**src/rtl/det2_frontend_if.sv**
```systemverilog
// Handshake bundle for det2_frontend: serial entry stream in, determinant result out.
// master = stream environment (producer/consumer), slave = the front end.
interface det2_frontend_if;
  localparam int unsigned ENTRY_W = 4;
  localparam int unsigned MAG_W   = 8;

  logic               in_valid;
  logic [ENTRY_W-1:0] in_data;
  logic               in_ready;
  logic               out_valid;
  logic [MAG_W-1:0]   out_mag;
  logic               out_sign;
  logic               out_ready;

  modport master (
    output in_valid, in_data, out_ready,
    input  in_ready, out_valid, out_mag, out_sign
  );

  modport slave (
    input  in_valid, in_data, out_ready,
    output in_ready, out_valid, out_mag, out_sign
  );
endinterface

```
**src/rtl/det2_frontend.sv**
```systemverilog
// Sequencing front end for the 2x2 determinant stage: assembles a,b,c,d from a nibble
// stream, samples the external a*d - c*b result once, and holds it under valid/ready.
module det2_frontend (
  input  logic                clk,
  input  logic                reset,
  det2_frontend_if.slave      bus,
  output logic [3:0]          mat_a,
  output logic [3:0]          mat_b,
  output logic [3:0]          mat_c,
  output logic [3:0]          mat_d,
  input  logic [7:0]          det_mag,
  input  logic                det_sign,
  output logic [7:0]          frame_cnt
);
  localparam int unsigned IDX_W = 2;
  localparam int unsigned MAG_W = 8;
  localparam int unsigned CNT_W = 8;

  typedef enum logic [1:0] {
    LOAD = 2'd0,
    EVAL = 2'd1,
    HOLD = 2'd2
  } state_t;

  state_t             state;
  logic [IDX_W-1:0]   idx;
  logic [MAG_W-1:0]   out_mag_q;
  logic               out_sign_q;
  logic               out_valid_q;

  assign bus.in_ready  = (state == LOAD) & ~reset;
  assign bus.out_valid = out_valid_q;
  assign bus.out_mag   = out_mag_q;
  assign bus.out_sign  = out_sign_q;

  // Sequencer: operands only move on accepted entries, result captured once in EVAL.
  always_ff @(posedge clk) begin
    if (reset) begin
      state       <= LOAD;
      idx         <= '0;
      mat_a       <= '0;
      mat_b       <= '0;
      mat_c       <= '0;
      mat_d       <= '0;
      out_mag_q   <= '0;
      out_sign_q  <= 1'b0;
      out_valid_q <= 1'b0;
      frame_cnt   <= '0;
    end else begin
      case (state)
        LOAD: begin
          if (bus.in_valid) begin
            case (idx)
              2'd0:    mat_a <= bus.in_data;
              2'd1:    mat_b <= bus.in_data;
              2'd2:    mat_c <= bus.in_data;
              default: mat_d <= bus.in_data;
            endcase
            if (idx == 2'd3) begin
              idx   <= '0;
              state <= EVAL;
            end else begin
              idx <= idx + IDX_W'(1);
            end
          end
        end
        EVAL: begin
          // A zero magnitude is never reported as negative.
          out_mag_q   <= det_mag;
          out_sign_q  <= det_sign & (det_mag != '0);
          out_valid_q <= 1'b1;
          state       <= HOLD;
        end
        HOLD: begin
          if (out_valid_q && bus.out_ready) begin
            out_valid_q <= 1'b0;
            frame_cnt   <= frame_cnt + CNT_W'(1);
            state       <= LOAD;
          end
        end
        default: begin
          state <= LOAD;
        end
      endcase
    end
  end
endmodule

```
**src/flat_wrapper.sv**
```systemverilog
// flat-port wrapper written by rule: the top's interface ports become plain ports
module det2_frontend_flat 
  (clk, reset, mat_a, mat_b, mat_c, mat_d, det_mag, det_sign, frame_cnt, bus_in_valid, bus_in_data, bus_out_ready, bus_in_ready, bus_out_valid, bus_out_mag, bus_out_sign);
  det2_frontend_if bus_i ();
  input  logic clk;
  input  logic reset;
  output logic [3:0] mat_a;
  output logic [3:0] mat_b;
  output logic [3:0] mat_c;
  output logic [3:0] mat_d;
  input  logic [7:0] det_mag;
  input  logic det_sign;
  output logic [7:0] frame_cnt;
  input wire logic [$bits(bus_i.in_valid)-1:0] bus_in_valid;
  input wire logic [$bits(bus_i.in_data)-1:0] bus_in_data;
  input wire logic [$bits(bus_i.out_ready)-1:0] bus_out_ready;
  output wire logic [$bits(bus_i.in_ready)-1:0] bus_in_ready;
  output wire logic [$bits(bus_i.out_valid)-1:0] bus_out_valid;
  output wire logic [$bits(bus_i.out_mag)-1:0] bus_out_mag;
  output wire logic [$bits(bus_i.out_sign)-1:0] bus_out_sign;
  assign bus_i.in_valid = bus_in_valid;
  assign bus_i.in_data = bus_in_data;
  assign bus_i.out_ready = bus_out_ready;
  assign bus_in_ready = bus_i.in_ready;
  assign bus_out_valid = bus_i.out_valid;
  assign bus_out_mag = bus_i.out_mag;
  assign bus_out_sign = bus_i.out_sign;
  det2_frontend u_core (.clk(clk), .reset(reset), .bus(bus_i), .mat_a(mat_a), .mat_b(mat_b), .mat_c(mat_c), .mat_d(mat_d), .det_mag(det_mag), .det_sign(det_sign), .frame_cnt(frame_cnt));
endmodule
```
**config.mk**
```make
export PLATFORM = sky130hd
export DESIGN_NAME = det2_frontend_flat
export DESIGN_NICKNAME = d
export VERILOG_FILES = /design/src/rtl/det2_frontend_if.sv /design/src/rtl/det2_frontend.sv /design/src/flat_wrapper.sv
export SDC_FILE = /design/constraint.sdc
export NUM_CORES = 1
export LEC_CHECK = 0
export BUFFER_PORTS_ARGS = -buffer_cell sky130_fd_sc_hd__buf_2
export CORE_ASPECT_RATIO = 0.9
export CORE_UTILIZATION = 53
export DETAILED_ROUTE_END_ITERATION = 7
export GPL_TIMING_DRIVEN = 0
export MAX_ROUTING_LAYER = met4
export PLACE_DENSITY = 0.84
export REMOVE_ABC_BUFFERS = 1
export SYNTH_ARGS = -nofsm -noshare
export SYNTH_HDL_FRONTEND = slang
export SYNTH_SLANG_ARGS = --single-unit
```
**constraint.sdc**
```tcl
create_clock -name clk -period 3.1 [get_ports clk]
set_clock_uncertainty 0.05 [all_clocks]
set_input_delay 0.31 -clock clk [delete_from_list [all_inputs] [get_ports clk]]
set_output_delay 0.31 -clock clk [all_outputs]
set_load 0.02 [all_outputs]
```
==> results of run 1 <==
## worst max path at each step
| stage | startpoint | endpoint | slack (ns) | cells after the start |
|---|---|---|---|---|
| detailed placement | u_core.state[1] | u_core.frame_cnt[7] | 1.49 | 3 |
| CTS | u_core.state[1] | u_core.frame_cnt[7] | 1.47 | 3 |
| floorplan | u_core.bus.out_valid | u_core.frame_cnt[7] | 1.57 | 3 |
| global route | u_core.state[1] | u_core.frame_cnt[7] | 1.36 | 3 |
| global placement | u_core.state[1] | u_core.frame_cnt[7] | 1.48 | 3 |
| finish | u_core.state[1] | u_core.frame_cnt[7] | 1.49 | 3 |
## layout make-up
class	count	area (um2)
fill	245	893.4
sequential	38	760.7
multi-input combinational	114	754.5
timing repair buffer	51	255.2
clock buffer	7	55.05
tap	40	50.05
inverter	5	18.77
clock inverter	1	5.005
## layout by cell type (no fill, tap or decap)
master and count:
buf_2 51, dfxtp_1 38, nor2_1 23, nand2_1 19, mux2i_1 19, a21oi_1 16
ha_1 6, inv_1 5, clkbuf_4 5, or4_1 4, and4bb_2 4, o21ai_0 3
or3_1 3, nor2b_1 2, nand3_1 2, o31ai_1 2, nor3_1 1, o211ai_1 1
or2b_1 1, nor3b_1 1, nand3b_1 1, nand4b_4 1, nand4_1 1, nor4_1 1
mux2_2 1, and3b_1 1, xor2_1 1, clkbuf_8 1, clkbuf_1 1, clkinv_2 1
## layer usage
layer	GRT usage, %	wire, um	part of all wire, %
met4	10.47	55	1.9
met1	24.30	1355	46
met2	33.33	1329	45
met3	5.769	183	6.3
met5	-	0	0
## worst max-delay path: stages (launching register included)
cell and delay [ns]:
dfxtp_1 0.52, nand4b_4 0.25, nor4_1 0.33, mux2_2 0.37
## power breakdown
part           switching, mW  internal [mW]  total (mW)  leakage (nW)
clock network          0.154          0.110       0.264        0.0353
registers            0.00815          0.500       0.508         0.307
logic                 0.0481         0.0339      0.0820         0.509
total                  0.210          0.644       0.854         0.852
## logic make-up (layout without fill, tap and decap cells)
| kind of cell | count (synthesis) | count (layout) |
|---|---|---|
| flops | 38 | 38 |
| xor+xnor | 1 | 1 |
| compound gates | 22 | 22 |
| simple gates | 65 | 65 |
| mux | 20 | 20 |
| buf+inv | 17 | 64 |
| fa+ha+maj | 6 | 6 |
## sequential cells by signal (all words and copies together) (netlist names), 2 cells and up
signal              count
u_core.mat_a            4
u_core.idx              2
u_core.mat_b            4
u_core.frame_cnt        8
u_core.bus.out_mag      8
u_core.mat_c            4
u_core.state            2
u_core.mat_d            4
## per-stage QoR
step	hold slack (ns)	worst slack, ns	power [mW]	std cells	utilization, %
final	0.1515	1.494	0.8536	256	68.01
after floorplan	0.3291	1.568	0.5643	157	-
after detailed placement	0.3930	1.490	0.6021	248	65.86
after CTS	0.1455	1.471	0.8640	256	68.01
after global placement	0.3907	1.482	0.6000	248	65.86
after global routing	0.1314	1.363	0.8993	256	68.01
==> results.py, run 1 <==
metrics = {
    "floorplan": {
        "start_util_pct": 57.03,
        "core_um2": 2793,
        "die-area_um2": 3229,
        "die_y_um": 54.01,
        "rows": 18,
        "chipWidth_um": 59.79,
        "pin_count": 52,
    },
    "place": {
        "dpl_cell_area_um2": 1839,
        "dp.final_hpwl_um": 2045,
        "io_buffers": 51,
        "gp_congestion": 0.6763,
    },
    "clocking": {
        "numClockSinks": 38,
        "tritoncts": "built",
        "clock_latency_ns": 0.34,
        "cts_setup_buffers": 0,
        "cts_root_buffer": "clkbuf_4",
        "cts_made_buffers": 5,
        "cts_resized": 0,
        "holdBufCountCts": 0,
        "cts_buffer_depth": 2,
        "clk_pin_slew_ns": 0.11,
        "cts_max_level": 2,
    },
    "final_layout": {
        "diodes": 0,
        "fin_area_um2": 1899,
        "drive_above_1_share_pct": 29.63,
        "final_nets": 238,
        "area_growth_pct": 19.25,
    },
    "drt": {
        "via_per_inst": 4.953,
        "routed_wl_um": 2923,
        "avgRoutedWirePerCell_um": 11.42,
        "via_count": 1268,
        "first_pass_iters": 4,
        "drt_iter0_markers": 97,
        "ant_nets": 0,
        "drcViolationCount": 0,
    },
    "synthesis": {
        "ys_seq_area_share_pct": 47.76,
        "ys_ff_latch": 38,
        "synthFlopType": "dfxtp_1",
        "synthesis.area_um2": 1593,
        "synth_top_family_by_area": "simple AND/OR/NAND/NOR gates",
        "synthAdderAreaFrac_pct": 4.713,
        "synth_top_cells_by_count": "38 x dfxtp_1, 23 x nor2_1, 19 x mux2i_1, 19 x nand2_1, 16 x a21oi_1",
        "ys_top_cells_by_area": "dfxtp_1 48%, mux2i_1 12%, nor2_1 5.4%",
        "synthXorXnorAreaFrac_pct": 0.5499,
        "syn_avg_cell_area_um2": 9.425,
        "synth.largest_area_cell": "dfxtp_1",
        "synth_mux_area_share_pct": 12.65,
        "synth_edf_count": 0,
        "ys_async_sr_fraction_pct": 0,
        "synth_cell_types": 30,
        "synth_top_area_share_pct": 47.76,
        "yosys_warnings": 0,
        "synth_compound_area_share_pct": 7.384,
        "synth-simple-area-share_pct": 22.07,
        "syn_inst": 169,
        "yosysMostFrequentCell": "dfxtp_1",
    },
    "power": {
        "ir_worst_vdd_v": 0.0003657,
        "p_leak_nw": 0.8520,
        "power.density_nw_per_um2": 449.4,
    },
    "setup_path": {
        "critPathKind": "register to register",
        "reg2reg_from": "u_core.state[1]",
        "end_kind": "register",
        "worstPathArrival_ns": 1.80,
        "reg2reg_depth": 3,
        "reg2reg_slack_ns": 1.49,
        "start_kind": "register",
        "rr_endpoint": "u_core.frame_cnt[7]",
        "critical_path_required_ns": 3.29,
        "cp_max_fo": 14,
    },
    "sta": {
        "maxSlewViolCount": 0,
        "setup_viol": 0,
        "report.final.hold_viol_count": 0,
        "period_share_pct": 51.82,
        "rsz0062_at_grt": "false",
        "finalSetupTns_ns": 0,
        "fmax_ghz": 0.6225,
        "worstMarginPinSlew_ns": 0.6731,
        "period_needed_ns": 1.606,
        "relSlewSlack_pct": 55.12,
    },
    "grt": {
        "grt_pass1_wl_um": 4712,
        "grt_overflow": 0,
        "grt_max_degree": 41,
        "antenna_found_initial": 0,
        "globalRouteTotalUtil_pct": 20.91,
        "grt_pass1_vias": 1125,
    },
    "run_status": {
        "status": "complete, no violations",
    },
    "worst_hold_path": {
        "hold_path_end": "u_core.bus.out_mag[4]",
        "hp-class": "input pin to register",
        "min_from": "det_mag[4]",
        "whs_path_depth": 3,
    },
    "job": {
        "drv_cap": 0,
    },
}
No activity file was read; power rests on OpenSTA's default activity.
==> run 2: changes to the inputs <==
--- a/config.mk
+++ b/config.mk
@@ -7,11 +7,11 @@
 export LEC_CHECK = 0
 export BUFFER_PORTS_ARGS = -buffer_cell sky130_fd_sc_hd__buf_2
 export CORE_ASPECT_RATIO = 0.9
-export CORE_UTILIZATION = 53
+export CORE_UTILIZATION = 49
 export DETAILED_ROUTE_END_ITERATION = 7
 export GPL_TIMING_DRIVEN = 0
 export MAX_ROUTING_LAYER = met4
-export PLACE_DENSITY = 0.84
+export PLACE_DENSITY = 0.79
 export REMOVE_ABC_BUFFERS = 1
 export SYNTH_ARGS = -nofsm -noshare
 export SYNTH_HDL_FRONTEND = slang
==> constraint.sdc (replaced) <==
create_clock -name clk -period 1.6 [get_ports clk]
set_clock_uncertainty 0.05 [all_clocks]
set_input_delay 0.16 -clock clk [delete_from_list [all_inputs] [get_ports clk]]
set_output_delay 0.16 -clock clk [all_outputs]
set_load 0.02 [all_outputs]
==> run 2 against run 1 <==
Net effect:
- non-clock buffer count rose by 6
- routed wire length rose by 15%
- final area rose by 4.0%
- worst setup slack got worse by 1.4 ns
- first-iteration DRC count fell by 11%
- highest routed layer unchanged
- maximum frequency rose by 6.1%
- critical path depth did not move
- cell count rose by 3.1%
- hold slack got worse by 0.13 ns
- largest cell class is now multi-input combinational cells
- critical path type unchanged
- via count rose by 6.4%
- clock-buffer cell count fell by 1
- sequential share of layout area fell by 1.5 points
==> results.py, run 2 (synthesis results as in run 1) <==
metrics = {
    "run_status": {
        "status": "complete, no violations",
    },
    "place": {
        "dp.final_hpwl_um": 2120,
        "gp_congestion": 0.7392,
        "io_buffers": 51,
        "pre_cts_slack_ns": -0.06610,
    },
    "sta": {
        "period_needed_ns": 1.514,
        "fmax_ghz": 0.6604,
        "holdWs_ns": 0.01986,
        "fin_ws_ns": 0.08577,
        "relSlewSlack_pct": 54.57,
        "setup_viol": 0,
        "period_share_pct": 94.64,
        "maxSlewViolCount": 0,
        "worstMarginPinSlew_ns": 0.6815,
        "report.final.hold_viol_count": 0,
    },
    "worst_hold_path": {
        "min_from": "det_mag[3]",
        "whs_path_depth": 3,
        "hold_path_end": "u_core.bus.out_mag[3]",
        "hp-class": "input pin to register",
    },
    "floorplan": {
        "start_util_pct": 51.94,
        "core_um2": 3067,
        "pin_count": 52,
        "die_y_um": 56.09,
        "chipWidth_um": 62.10,
        "rows": 19,
        "die-area_um2": 3483,
    },
    "grt": {
        "grt_pass1_wl_um": 5333,
        "gr-usage-met2_pct": 32.67,
        "antenna_found_initial": 0,
        "use_met1_pct": 25.25,
        "busiest_layer": "met2",
        "grt_overflow": 0,
        "grt_use_met3_pct": 8.837,
        "grt_pass1_vias": 1255,
        "grt_max_degree": 41,
        "globalRouteTotalUtil_pct": 21.46,
    },
    "clocking": {
        "cts_buffer_depth": 2,
        "clock_latency_ns": 0.34,
        "cts_root_buffer": "clkbuf_4",
        "cts_setup_buffers": 0,
        "numClockSinks": 38,
        "cts_made_buffers": 5,
        "cts_max_level": 2,
        "tritoncts": "built",
        "clk_pin_slew_ns": 0.12,
    },
    "power": {
        "ir_worst_vdd_v": 0.0007676,
        "p_leak_nw": 0.8766,
        "total_power_mw": 1.690,
        "power.density_nw_per_um2": 855.2,
    },
    "final_layout": {
        "mostFrequentLayoutCells": "51 x buf_2, 37 x dfxtp_1, 23 x nor2_1",
        "area_growth_pct": 24.04,
        "diodes": 0,
        "nFillCells": 271,
        "drive_above_1_share_pct": 30.63,
        "final_nets": 244,
        "final_common_cell": "buf_2",
    },
    "setup_path": {
        "start_kind": "register",
        "critical_path_required_ns": 1.80,
        "cp_max_fo": 14,
        "slowest_stage": "dfxtp_1",
        "timing.critical_path.cells": "nand4b_4 > nor4_2 > mux2_2",
        "reg2reg_from": "u_core.state[0]",
        "critPathKind": "register to register",
        "critPathMaxStageDelay_ns": 0.39,
        "rr_endpoint": "u_core.frame_cnt[7]",
        "reg2reg_slack_ns": 0.09,
        "reg2reg_depth": 3,
        "end_kind": "register",
        "worstPathArrival_ns": 1.71,
    },
    "drt": {
        "via_per_inst": 5.110,
        "drt_iter0_markers": 86,
        "first_pass_iters": 4,
        "via_count": 1349,
        "routed_wl_um": 3362,
        "ant_nets": 0,
        "drcViolationCount": 0,
        "avgRoutedWirePerCell_um": 12.73,
    },
    "job": {
        "drv_cap": 0,
    },
}
==> run 2: power breakdown <==
group          internal, mW  total [mW]  leakage (nW)  switching, mW
Sequential            0.968       0.985         0.308         0.0167
Combinational        0.0758       0.176         0.534          0.100
Clock                 0.211       0.529        0.0343          0.317
==> run 2: worst max-delay path by stage <==
stage | from | to | slack (ns) | depth (start not counted)
2_1_floorplan | u_core.bus.out_valid | u_core.frame_cnt[7] | 0.07 | 3
3_3_place_gp | u_core.state[1] | u_core.frame_cnt[7] | -0.03 | 3
3_5_place_dp | u_core.state[1] | u_core.frame_cnt[7] | -0.07 | 3
4_1_cts | u_core.state[0] | u_core.frame_cnt[7] | 0.02 | 3
5_1_grt | u_core.state[0] | u_core.frame_cnt[6] | -0.004 | 3
6_report | u_core.state[0] | u_core.frame_cnt[7] | 0.09 | 3
==> run 2: timing repair <==
item / 4_1_cts / 5_1_grt
cloned: 0 / 0
hold buffers: 6 / 0
endpoints found under the setup margin: 2 / 2
resized for setup: 1 / 2
endpoints found under the hold margin: 6 / 0
==> run 2: per-layer routing <==
| layer | wire, um | share of wire, % | up-vias |
|---|---|---|---|
| li1 | - | - | 678 |
| met1 | 1518 | 45 | 614 |
| met2 | 1612 | 48 | 53 |
| met3 | 207 | 6.2 | 4 |
| met4 | 23 | 0.68 | 0 |
| met5 | 0 | 0 | - |
==> run 2: layout make-up <==
cell class / count / area [um2] / share of cell area [%]
clock buffers: 6 / 51.30 / 2.597
clock inverters: 2 / 12.51 / 0.6333
inverters: 5 / 18.77 / 0.9500
multi-input cells: 114 / 763.2 / 38.63
flip-flops and latches: 38 / 762.0 / 38.57
well taps: 42 / 52.55 / 2.660
repair buffers: 57 / 315.3 / 15.96
==> run 2: worst max-delay path, delay by kind of cell (launching register included) <==
kind             cells  cell delay [ns]
AND/OR/NAND/NOR      2             0.61
multiplexers         1             0.35
flip-flops           1             0.39
==> run 2: stage by stage <==
stage,setup TNS [ns],utilization [%],instance area [um2],instances
3_5_place_dp,-0.06610,60.06,1842,250
2_1_floorplan,0,-,1534,157
3_3_place_gp,-0.03400,60.06,1842,250
5_1_grt,-0.004418,64.42,1976,264
6_report,0,64.42,1976,264
4_1_cts,0,64.14,1967,264
